--- config.mk ---
export PLATFORM = sky130hd
export DESIGN_NAME = iso_sr_controller_flat
export DESIGN_NICKNAME = d
export VERILOG_FILES = /design/src/rtl/iso_sr_controller_pkg.sv /design/src/rtl/iso_sr_controller_if.sv /design/src/rtl/iso_sr_controller_lane.sv /design/src/rtl/iso_sr_controller.sv /design/src/flat_wrapper.sv
export SDC_FILE = /design/constraint.sdc
export NUM_CORES = 1
export LEC_CHECK = 0
export ABC_AREA = 1
export CORE_UTILIZATION = 45
export CTS_BUF_LIST = sky130_fd_sc_hd__clkbuf_4
export CTS_CLUSTER_SIZE = 16
export DETAILED_ROUTE_END_ITERATION = 10
export PLACE_DENSITY = 0.75
export SKIP_LAST_GASP = 1
export SLEW_MARGIN = 20
export SYNTH_ARGS = -nofsm -noshare
export SYNTH_HDL_FRONTEND = slang
export SYNTH_HIERARCHICAL = 1
export SYNTH_SLANG_ARGS = --single-unit
--- constraint.sdc ---
create_clock -name clk -period 2.4 [get_ports clk]
set_input_delay 0.48 -clock clk [delete_from_list [all_inputs] [get_ports clk]]
set_output_delay 0.48 -clock clk [all_outputs]
set_load 0.05 [all_outputs]
--- src/rtl/iso_sr_controller_pkg.sv ---
// Shared types and helpers for the isolator shift-register controller.
// Frame geometry, FSM states and the aovf serial-order unpack.
package iso_pkg;

  localparam int ISO_NUM_SLOTS  = 4;
  localparam int ISO_FRAME_BITS = 8;

  typedef enum logic [1:0] {
    ST_IDLE,
    ST_SHIFT,
    ST_LATCH,
    ST_GAP
  } iso_sr_state_t;

  typedef struct packed {
    logic [ISO_NUM_SLOTS-1:0] r;
    logic [ISO_NUM_SLOTS-1:0] l;
  } iso_aovf_t;

  // Serial order interleaves slots: bit 2n is left, 2n+1 is right.
  function automatic iso_aovf_t iso_unpack_aovf(
    input logic [ISO_FRAME_BITS-1:0] w
  );
    iso_aovf_t a;
    for (int n = 0; n < ISO_NUM_SLOTS; n++) begin
      a.l[n] = w[2*n];
      a.r[n] = w[2*n+1];
    end
    return a;
  endfunction

endpackage

--- src/rtl/iso_sr_controller_if.sv ---
// Serial link between the controller and the isolator board chain.
// master = FPGA controller, slave = isolator serializer/deserializer.
interface iso_sr_if;

  logic mclk;
  logic srclk;
  logic dmcs;
  logic amcs;
  logic clksel;
  logic dirchan;
  logic aovf;

  modport master (
    output mclk, srclk, dmcs, amcs, clksel,
    input  dirchan, aovf
  );

  modport slave (
    input  mclk, srclk, dmcs, amcs, clksel,
    output dirchan, aovf
  );

endinterface

--- src/rtl/iso_sr_controller_lane.sv ---
// One 8-bit shift lane: parallel load for the out path,
// MSB-first shift with serial fill for both out and in paths.
module iso_sr_lane
  import iso_pkg::*;
(
  input  logic                      clk,
  input  logic                      reset,
  input  logic                      load_i,
  input  logic                      shift_i,
  input  logic [ISO_FRAME_BITS-1:0] par_i,
  input  logic                      din_i,
  output logic                      dout_o,
  output logic [ISO_FRAME_BITS-1:0] q_o
);

  logic [ISO_FRAME_BITS-1:0] sr_q;

  always_ff @(posedge clk) begin
    if (!reset) begin
      sr_q <= '0;
    end else if (load_i) begin
      sr_q <= par_i;
    end else if (shift_i) begin
      sr_q <= {sr_q[ISO_FRAME_BITS-2:0], din_i};
    end
  end

  assign dout_o = sr_q[ISO_FRAME_BITS-1];
  assign q_o    = sr_q;

endmodule

--- src/rtl/iso_sr_controller.sv ---
// Free-running frame controller for the isolator 74xx shift chain.
// Define ISO_SR_STATUS_FILTER_EN to debounce slot_dir/slot_chan.
module iso_sr_controller
  import iso_pkg::*;
#(
  parameter int CLK_DIV   = 2,
  parameter int FRAME_GAP = 4
) (
  input  logic                     clk,
  input  logic                     reset,
  input  logic [ISO_NUM_SLOTS-1:0] dmcs_par,
  input  logic [ISO_NUM_SLOTS-1:0] amcs_par,
  input  logic [ISO_NUM_SLOTS-1:0] clksel_par,
  iso_sr_if.master                 iso,
  output logic [ISO_NUM_SLOTS-1:0] slot_dir,
  output logic [ISO_NUM_SLOTS-1:0] slot_chan,
  output logic [ISO_NUM_SLOTS-1:0] aovfl,
  output logic [ISO_NUM_SLOTS-1:0] aovfr,
  output logic                     cfg_applied,
  output logic                     status_valid
);

  localparam int PW = $clog2(2*CLK_DIV+1);
  localparam int GW = $clog2(FRAME_GAP+2);
  localparam int BW = $clog2(ISO_FRAME_BITS);
  localparam int NW = ISO_NUM_SLOTS;
  localparam int FW = ISO_FRAME_BITS;

  localparam logic [PW-1:0] PH_RISE  = PW'(CLK_DIV-1);
  localparam logic [PW-1:0] PH_LAST  = PW'(2*CLK_DIV-1);
  localparam logic [GW-1:0] GAP_LAST =
    GW'((FRAME_GAP > 0) ? FRAME_GAP-1 : 0);
  localparam logic [BW-1:0] BIT_TOP  = BW'(FW-1);

  iso_sr_state_t state_q;
  logic [PW-1:0] ph_q;
  logic [BW-1:0] bit_q;
  logic [GW-1:0] gap_q;
  logic          mclk_q, srclk_q;
  logic          cfg_q, sv_q;
  logic [NW-1:0] dir_q, chan_q, aovfl_q, aovfr_q;

`ifdef ISO_SR_STATUS_FILTER_EN
  logic [FW-1:0] prev_q;
  logic          prev_vld_q;
`endif

  logic          load, tx_shift, rx_shift;
  logic [FW-1:0] rx_dc, rx_ov;
  logic [FW-1:0] dm_q_unused, am_q_unused, cs_q_unused;
  logic          dc_dout_unused, ov_dout_unused;
  logic          dm_s, am_s, cs_s;
  iso_aovf_t     ovf;

  assign load     = (state_q == ST_IDLE);
  assign tx_shift = (state_q == ST_SHIFT) && (ph_q == PH_LAST);
  // In-lanes sample on the cycle mclk rises, before the isolator shifts.
  assign rx_shift = (state_q == ST_SHIFT) && (ph_q == PH_RISE);
  assign ovf      = iso_unpack_aovf(rx_ov);

  iso_sr_lane u_dm (
    .clk(clk), .reset(reset), .load_i(load), .shift_i(tx_shift),
    .par_i({{(FW-NW){1'b0}}, dmcs_par}), .din_i(1'b0),
    .dout_o(dm_s), .q_o(dm_q_unused)
  );

  iso_sr_lane u_am (
    .clk(clk), .reset(reset), .load_i(load), .shift_i(tx_shift),
    .par_i({{(FW-NW){1'b0}}, amcs_par}), .din_i(1'b0),
    .dout_o(am_s), .q_o(am_q_unused)
  );

  iso_sr_lane u_cs (
    .clk(clk), .reset(reset), .load_i(load), .shift_i(tx_shift),
    .par_i({{(FW-NW){1'b0}}, clksel_par}), .din_i(1'b0),
    .dout_o(cs_s), .q_o(cs_q_unused)
  );

  iso_sr_lane u_dc (
    .clk(clk), .reset(reset), .load_i(1'b0), .shift_i(rx_shift),
    .par_i('0), .din_i(iso.dirchan),
    .dout_o(dc_dout_unused), .q_o(rx_dc)
  );

  iso_sr_lane u_ov (
    .clk(clk), .reset(reset), .load_i(1'b0), .shift_i(rx_shift),
    .par_i('0), .din_i(iso.aovf),
    .dout_o(ov_dout_unused), .q_o(rx_ov)
  );

  always_ff @(posedge clk) begin
    if (!reset) begin
      state_q <= ST_IDLE;
      ph_q    <= '0;
      bit_q   <= '0;
      gap_q   <= '0;
      mclk_q  <= 1'b0;
      srclk_q <= 1'b0;
      cfg_q   <= 1'b0;
      sv_q    <= 1'b0;
      dir_q   <= '0;
      chan_q  <= '0;
      aovfl_q <= '0;
      aovfr_q <= '0;
`ifdef ISO_SR_STATUS_FILTER_EN
      prev_q     <= '0;
      prev_vld_q <= 1'b0;
`endif
    end else begin
      cfg_q <= 1'b0;
      sv_q  <= 1'b0;
      unique case (state_q)
        ST_IDLE: begin
          state_q <= ST_SHIFT;
          ph_q    <= '0;
          bit_q   <= BIT_TOP;
          mclk_q  <= 1'b0;
        end
        ST_SHIFT: begin
          if (ph_q == PH_RISE) mclk_q <= 1'b1;
          if (ph_q == PH_LAST) begin
            ph_q   <= '0;
            mclk_q <= 1'b0;
            if (bit_q == '0) begin
              state_q <= ST_LATCH;
              srclk_q <= 1'b1;
              cfg_q   <= 1'b1;
              aovfl_q <= ovf.l;
              aovfr_q <= ovf.r;
`ifdef ISO_SR_STATUS_FILTER_EN
              prev_q     <= rx_dc;
              prev_vld_q <= 1'b1;
              if (prev_vld_q && (prev_q == rx_dc)) begin
                chan_q <= rx_dc[FW-1:NW];
                dir_q  <= rx_dc[NW-1:0];
                sv_q   <= 1'b1;
              end
`else
              chan_q <= rx_dc[FW-1:NW];
              dir_q  <= rx_dc[NW-1:0];
              sv_q   <= 1'b1;
`endif
            end else begin
              bit_q <= bit_q - BW'(1);
            end
          end else begin
            ph_q <= ph_q + PW'(1);
          end
        end
        ST_LATCH: begin
          if (ph_q == PH_RISE) srclk_q <= 1'b0;
          if (ph_q == PH_LAST) begin
            ph_q    <= '0;
            gap_q   <= '0;
            state_q <= (FRAME_GAP == 0) ? ST_IDLE : ST_GAP;
          end else begin
            ph_q <= ph_q + PW'(1);
          end
        end
        ST_GAP: begin
          if (gap_q == GAP_LAST) state_q <= ST_IDLE;
          else gap_q <= gap_q + GW'(1);
        end
      endcase
    end
  end

  assign iso.mclk     = mclk_q;
  assign iso.srclk    = srclk_q;
  assign iso.dmcs     = dm_s;
  assign iso.amcs     = am_s;
  assign iso.clksel   = cs_s;
  assign slot_dir     = dir_q;
  assign slot_chan    = chan_q;
  assign aovfl        = aovfl_q;
  assign aovfr        = aovfr_q;
  assign cfg_applied  = cfg_q;
  assign status_valid = sv_q;

endmodule

--- src/flat_wrapper.sv ---
// flat-port wrapper written by rule: the top's interface ports become plain ports
module iso_sr_controller_flat import iso_pkg::*;
#(
  parameter int CLK_DIV   = 2,
  parameter int FRAME_GAP = 4
)
  (clk, reset, dmcs_par, amcs_par, clksel_par, slot_dir, slot_chan, aovfl, aovfr, cfg_applied, status_valid, iso_mclk, iso_srclk, iso_dmcs, iso_amcs, iso_clksel, iso_dirchan, iso_aovf);
  iso_sr_if iso_i ();
  input  logic clk;
  input  logic reset;
  input  logic [ISO_NUM_SLOTS-1:0] dmcs_par;
  input  logic [ISO_NUM_SLOTS-1:0] amcs_par;
  input  logic [ISO_NUM_SLOTS-1:0] clksel_par;
  output logic [ISO_NUM_SLOTS-1:0] slot_dir;
  output logic [ISO_NUM_SLOTS-1:0] slot_chan;
  output logic [ISO_NUM_SLOTS-1:0] aovfl;
  output logic [ISO_NUM_SLOTS-1:0] aovfr;
  output logic cfg_applied;
  output logic status_valid;
  output wire logic [$bits(iso_i.mclk)-1:0] iso_mclk;
  output wire logic [$bits(iso_i.srclk)-1:0] iso_srclk;
  output wire logic [$bits(iso_i.dmcs)-1:0] iso_dmcs;
  output wire logic [$bits(iso_i.amcs)-1:0] iso_amcs;
  output wire logic [$bits(iso_i.clksel)-1:0] iso_clksel;
  input wire logic [$bits(iso_i.dirchan)-1:0] iso_dirchan;
  input wire logic [$bits(iso_i.aovf)-1:0] iso_aovf;
  assign iso_mclk = iso_i.mclk;
  assign iso_srclk = iso_i.srclk;
  assign iso_dmcs = iso_i.dmcs;
  assign iso_amcs = iso_i.amcs;
  assign iso_clksel = iso_i.clksel;
  assign iso_i.dirchan = iso_dirchan;
  assign iso_i.aovf = iso_aovf;
  iso_sr_controller #(.CLK_DIV(CLK_DIV), .FRAME_GAP(FRAME_GAP)) u_core (.clk(clk), .reset(reset), .dmcs_par(dmcs_par), .amcs_par(amcs_par), .clksel_par(clksel_par), .iso(iso_i), .slot_dir(slot_dir), .slot_chan(slot_chan), .aovfl(aovfl), .aovfr(aovfr), .cfg_applied(cfg_applied), .status_valid(status_valid));
endmodule
==> flow_metrics.tcl, run 1 <==
set metrics [dict create \
    hold_end "u_core/u_dc/q_o[1]$_SDFFE_PN0P_" \
    crit_buf_inv 1 \
    clock-sinks 70 \
    p_switching_mw 1.38 \
    antenna_left 0 \
    initial_core_util_pct 47.3 \
    postCtsSetupBuffers 0 \
    crit_slowest_cell "clkdlybuf4s50_1" \
    vias 3111 \
    first_global_vias 2896 \
    ff2ff_setup_slack_ns 0.69 \
    period_needed_ns 2.05 \
    power_density_mw_per_mm2 835 \
    whs_path_depth 3 \
    die_h_um 90.0 \
    area_growth_pct 17.7 \
    vdd_ir_drop_max_mv 0.361 \
    finalHoldViolCount 0 \
    reg2regPathDepth 9 \
    worst_ep_arrival_time_ns 1.57 \
    cts_tree "built" \
    routabilityCongestion 0.796 \
    grt_pass1_wl_um 12200 \
    intPower_mw 2.04 \
    syn_inst 506 \
    yosysWarnings 6 \
    max_clock_freq_mhz 488 \
    drive_gt1_share_pct 6.56 \
    drtPass1Iterations 5 \
    grt_max_degree 39 \
    fin_ws_ns 0.349 \
    insertion_delay_ns 0.40 \
    finClkSkew_ns 0.0131 \
    path_cells "clkdlybuf4s50_1" \
    reg2reg_to "u_core/u_dm/q_o[4]$_SDFFE_PN0P_" \
    cp_max_fo 2 \
    postSynthAreaPerCell_um2 6.89 \
    worstHoldStart "reset" \
    post-place-ws_ns 0.698 \
    drc_errors 0 \
    vias_per_cell 4.59 \
    drv_cap 0 \
    mostFrequentLayoutCells "nand2_1, dfxtp_1, nand3_1" \
    cts-htree-levels 3 \
    start_kind "flip-flop" \
    wl_per_cell_um 10.4 \
    track_usage_pct 18.1 \
    grt_overflow 0 \
    pwr-share-comb_pct 39.4 \
    drtIter0Drc 105 \
    setup_viol 0 \
    tns_ns 0 \
    p_sw_share_pct 40.4 \
    pwr-share-clk_pct 17.7 \
    dieArea_mm2 0.00810 \
    worst_slew_pin_slew_ns 0.536 \
    crit_family "buffers and inverters" \
    crit_start "u_core/slot_dir[0]$_SDFFE_PN0P_" \
    status "finished, final reports clean" \
    cp-end-kind "primary output" \
    fin_nets 603 \
    mappedNetlistArea_mm2 0.00349 \
    min_path_type "input port to flip-flop" \
    crit_type "flip-flop to primary output" \
    finalCritPeriodShare_pct 85.5 \
    pwr-share-seq_pct 42.8 \
    antenna_found_initial 0 \
    hpwl_um 4720 \
    maxSlewViolCount 0 \
    core_mm2 0.00737 \
    cts_buffers 9 \
    die_w_um 90.0 \
    slowest_delay_ns 0.81 \
    ctsHoldBuffers 0 \
    layout_commonest_cell "nand2_1" \
    io_pins 39 \
    routed_wirelength_um 7030 \
    port_buffers 38 \
    diodes 0 \
    clk_path_buf_depth 2 \
    timing.rr.start "u_core/state_q[1]$_SDFFE_PN0P_" \
    cp.required_ns 1.92 \
    rsz0062_at_grt "false" \
    cts.reportedPaths.clkPinSlew_ns 0.11 \
    rows 31 \
    ctsResizeCount 0 \
    leakage_nw 2.06 \
    root_buffer "clkbuf_4" \
    slew_headroom_pct 64.2 \
]
## sequential cells by signal, indices dropped and copies added (netlist names), 2 cells and up
signal and count:
u_core/ph_q 3, u_core/u_cs/q_o 8, u_core/bit_q 3, u_core/state_q 2, u_core/gap_q 3, u_core/aovfr 4
u_core/slot_chan 4, u_core/slot_dir 4, u_core/u_dc/q_o 8, u_core/u_dm/q_o 8, u_core/u_ov/q_o 8, u_core/u_am/q_o 8
u_core/aovfl 4
## power groups by stage
stage | registers [mW] | clock network, mW | logic, mW
finish | 1.47 | 0.607 | 1.35
global placement | 1.49 | 0 | 1.31
detailed placement | 1.49 | 0 | 1.34
floorplan | 1.54 | 0 | 1.06
global route | 1.49 | 0.685 | 1.54
CTS | 1.47 | 0.642 | 1.35
## worst min-delay path: cells and delay by family
family | cells | cell delay (ns)
buffers and inverters | 2 | 0.21
AND/OR/NAND/NOR | 1 | 0.09
## metal layers
metal	part of all wire (%)	wire length (µm)	global-route usage (%)
met5	0	0	0
met4	0.27	19	3.76
met1	46	3260	20.3
met3	4.8	340	6.18
met2	49	3410	33.1
## cell type report
class | instances | area [µm²]
Tap cell | 99 | 124
Clock inverter | 5 | 27.5
Multi-Input combinational cell | 378 | 1790
Fill cell | 704 | 3270
Clock buffer | 10 | 75.1
Inverter | 73 | 277
Sequential cell | 70 | 1400
Timing Repair Buffer | 43 | 413
## per-stage QoR
stage / cell area [µm²] / cells / total power [mW] / util (%) / hold WS [ns]
floorplan: 3610 / 538 / 2.60 / - / 0.440
global placement: 4000 / 663 / 2.79 / 54.3 / 0.452
detailed placement: 4000 / 663 / 2.84 / 54.3 / 0.456
CTS: 4100 / 678 / 3.46 / 55.7 / 0.382
global route: 4100 / 678 / 3.72 / 55.7 / 0.390
finish: 4100 / 678 / 3.42 / 55.7 / 0.411
## worst max-delay path by stage
stage                                       to  slack [ns]  depth (start not counted)
2_1_floorplan     u_core/bit_q[1]$_SDFFE_PN0P_        0.97                          7
3_3_place_gp                         iso_srclk        0.78                          1
3_5_place_dp   u_core/u_dm/q_o[4]$_SDFFE_PN0P_        0.70                          9
4_1_cts                            slot_dir[0]        0.30                          1
5_1_grt                              iso_srclk        0.26                          1
6_report                           slot_dir[0]        0.35                          1
Note: power is estimated with default switching activity, not from simulation.
==> run 2, diff against run 1 <==
--- a/config.mk
+++ b/config.mk
@@ -10,6 +10,7 @@
 export CTS_BUF_LIST = sky130_fd_sc_hd__clkbuf_4
 export CTS_CLUSTER_SIZE = 16
 export DETAILED_ROUTE_END_ITERATION = 10
+export MAX_ROUTING_LAYER = met4
 export PLACE_DENSITY = 0.75
 export SKIP_LAST_GASP = 1
 export SLEW_MARGIN = 20
==> run 2 against run 1 <==
  * Sequential share of layout area is the same
  * Die area is the same
  * Global-route usage grew 0.60 points
  * Worst setup slack lost 0.0061 ns
  * Sequential power is essentially flat
  * Wire length is essentially flat
  * Clock power grew 0.7%
  * Highest routed layer unchanged
  * First-iteration DRC count shrank 2.9%
  * Register-to-register slack is essentially flat
  * Cell area is the same
==> flow_metrics.tcl, run 2 (synthesis results as in run 1) <==
set metrics [dict create \
    drtIter0Drc 102 \
    fin_ws_ns 0.343 \
    min_path_type "input port to flip-flop" \
    timing.rr.start "u_core/state_q[1]$_SDFFE_PN0P_" \
    drive_gt1_share_pct 6.56 \
    path_cells "clkdlybuf4s50_1" \
    rows 31 \
    drv_cap 0 \
    vias_per_cell 4.60 \
    finalHoldViolCount 0 \
    cts_buffers 9 \
    mostFrequentLayoutCells "nand2_1, dfxtp_1, nand3_1" \
    maxSlewViolCount 0 \
    finalCritPeriodShare_pct 85.7 \
    setup_viol 0 \
    cts.reportedPaths.clkPinSlew_ns 0.11 \
    crit_start "u_core/slot_dir[0]$_SDFFE_PN0P_" \
    root_buffer "clkbuf_4" \
    leakage_nw 2.06 \
    layout_commonest_cell "nand2_1" \
    finClkSkew_ns 0.0156 \
    layout.cells.non_filler 678 \
    cp_max_fo 2 \
    antenna_found_initial 0 \
    worst_slew_pin_slew_ns 0.522 \
    core_mm2 0.00737 \
    fin_nets 603 \
    period_needed_ns 2.06 \
    cts_tree "built" \
    drc_errors 0 \
    start_kind "flip-flop" \
    wl_per_cell_um 10.4 \
    crit_slowest_cell "clkdlybuf4s50_1" \
    ctsHoldBuffers 0 \
    cp.required_ns 1.92 \
    crit_type "flip-flop to primary output" \
    dp.cells 663 \
    clk_path_buf_depth 2 \
    drtPass1Iterations 4 \
    diodes 0 \
    grt_max_degree 39 \
    power_density_mw_per_mm2 836 \
    routabilityCongestion 0.807 \
    rsz0062_at_grt "false" \
    worstHoldStart "reset" \
    area_growth_pct 17.7 \
    tns_ns 0 \
    die_w_um 90.0 \
    vdd_ir_drop_max_mv 0.362 \
    crit_buf_inv 1 \
    worst_ep_arrival_time_ns 1.58 \
    max_clock_freq_mhz 486 \
    dieArea_mm2 0.00810 \
    insertion_delay_ns 0.41 \
    die_h_um 90.0 \
    vias 3118 \
    postCtsSetupBuffers 0 \
    clock-sinks 70 \
    crit_family "buffers and inverters" \
    routed_wirelength_um 7030 \
    io_pins 39 \
    cp-end-kind "primary output" \
    post-place-ws_ns 0.698 \
    track_usage_pct 18.7 \
    grt_overflow 0 \
    antenna_left 0 \
    grt_pass1_wl_um 12200 \
    slew_headroom_pct 65.1 \
    post-route-util_pct 55.7 \
    initial_core_util_pct 47.3 \
    cts-htree-levels 3 \
    ctsResizeCount 0 \
    status "finished, final reports clean" \
    port_buffers 38 \
    first_global_vias 2894 \
    hpwl_um 4720 \
    slowest_delay_ns 0.81 \
]
run 2: cell counts in the layout (fill, tap and decap cells not counted):
Identical to the previous run, type by type.
run 2: per-layer routing:
| layer | share of wire (%) | vias up | wire length [µm] | track usage (%) |
|---|---|---|---|---|
| met1 | 46 | 1396 | 3260 | 20.5 |
| met5 | 0 | - | 0 | - |
| met3 | 4.3 | 6 | 301 | 6.43 |
| met2 | 49 | 45 | 3450 | 33.1 |
| li1 | - | 1671 | - | - |
| met4 | 0.30 | 0 | 21 | 3.36 |
run 2: final cells by class:
type                    count  area [µm²]
repair buffers             43         413
flip-flops and latches     70        1400
well taps                  99         124
fillers                   704        3270
inverters                  73         277
clock buffers              10        75.1
multi-input cells         378        1790
clock inverters             5        27.5
run 2: worst paths after layout:
| path | to | slack [ns] | depth (start not counted) |
|---|---|---|---|
| max | slot_dir[0] | 0.34 | 1 |
| min | u_core/u_dc/q_o[1]$_SDFFE_PN0P_ | 0.40 | 3 |
| max reg2reg | u_core/u_dm/q_o[4]$_SDFFE_PN0P_ | 0.69 | 9 |
| min reg2reg | u_core/gap_q[2]$_SDFFE_PN0P_ | 0.47 | 2 |
run 2: where the power goes:
part           switching (mW)  internal [mW]
Combinational           0.873          0.478
Clock                   0.401          0.210
Sequential              0.115           1.35
Total                    1.39           2.04
run 2: per-stage QoR:
stage | power, mW | instance area (µm²) | hold WS [ns]
floorplan | 2.60 | 3610 | 0.440
global placement | 2.79 | 4000 | 0.452
detailed placement | 2.84 | 4000 | 0.456
CTS | 3.46 | 4100 | 0.382
global route | 3.72 | 4100 | 0.384
finish | 3.43 | 4100 | 0.405
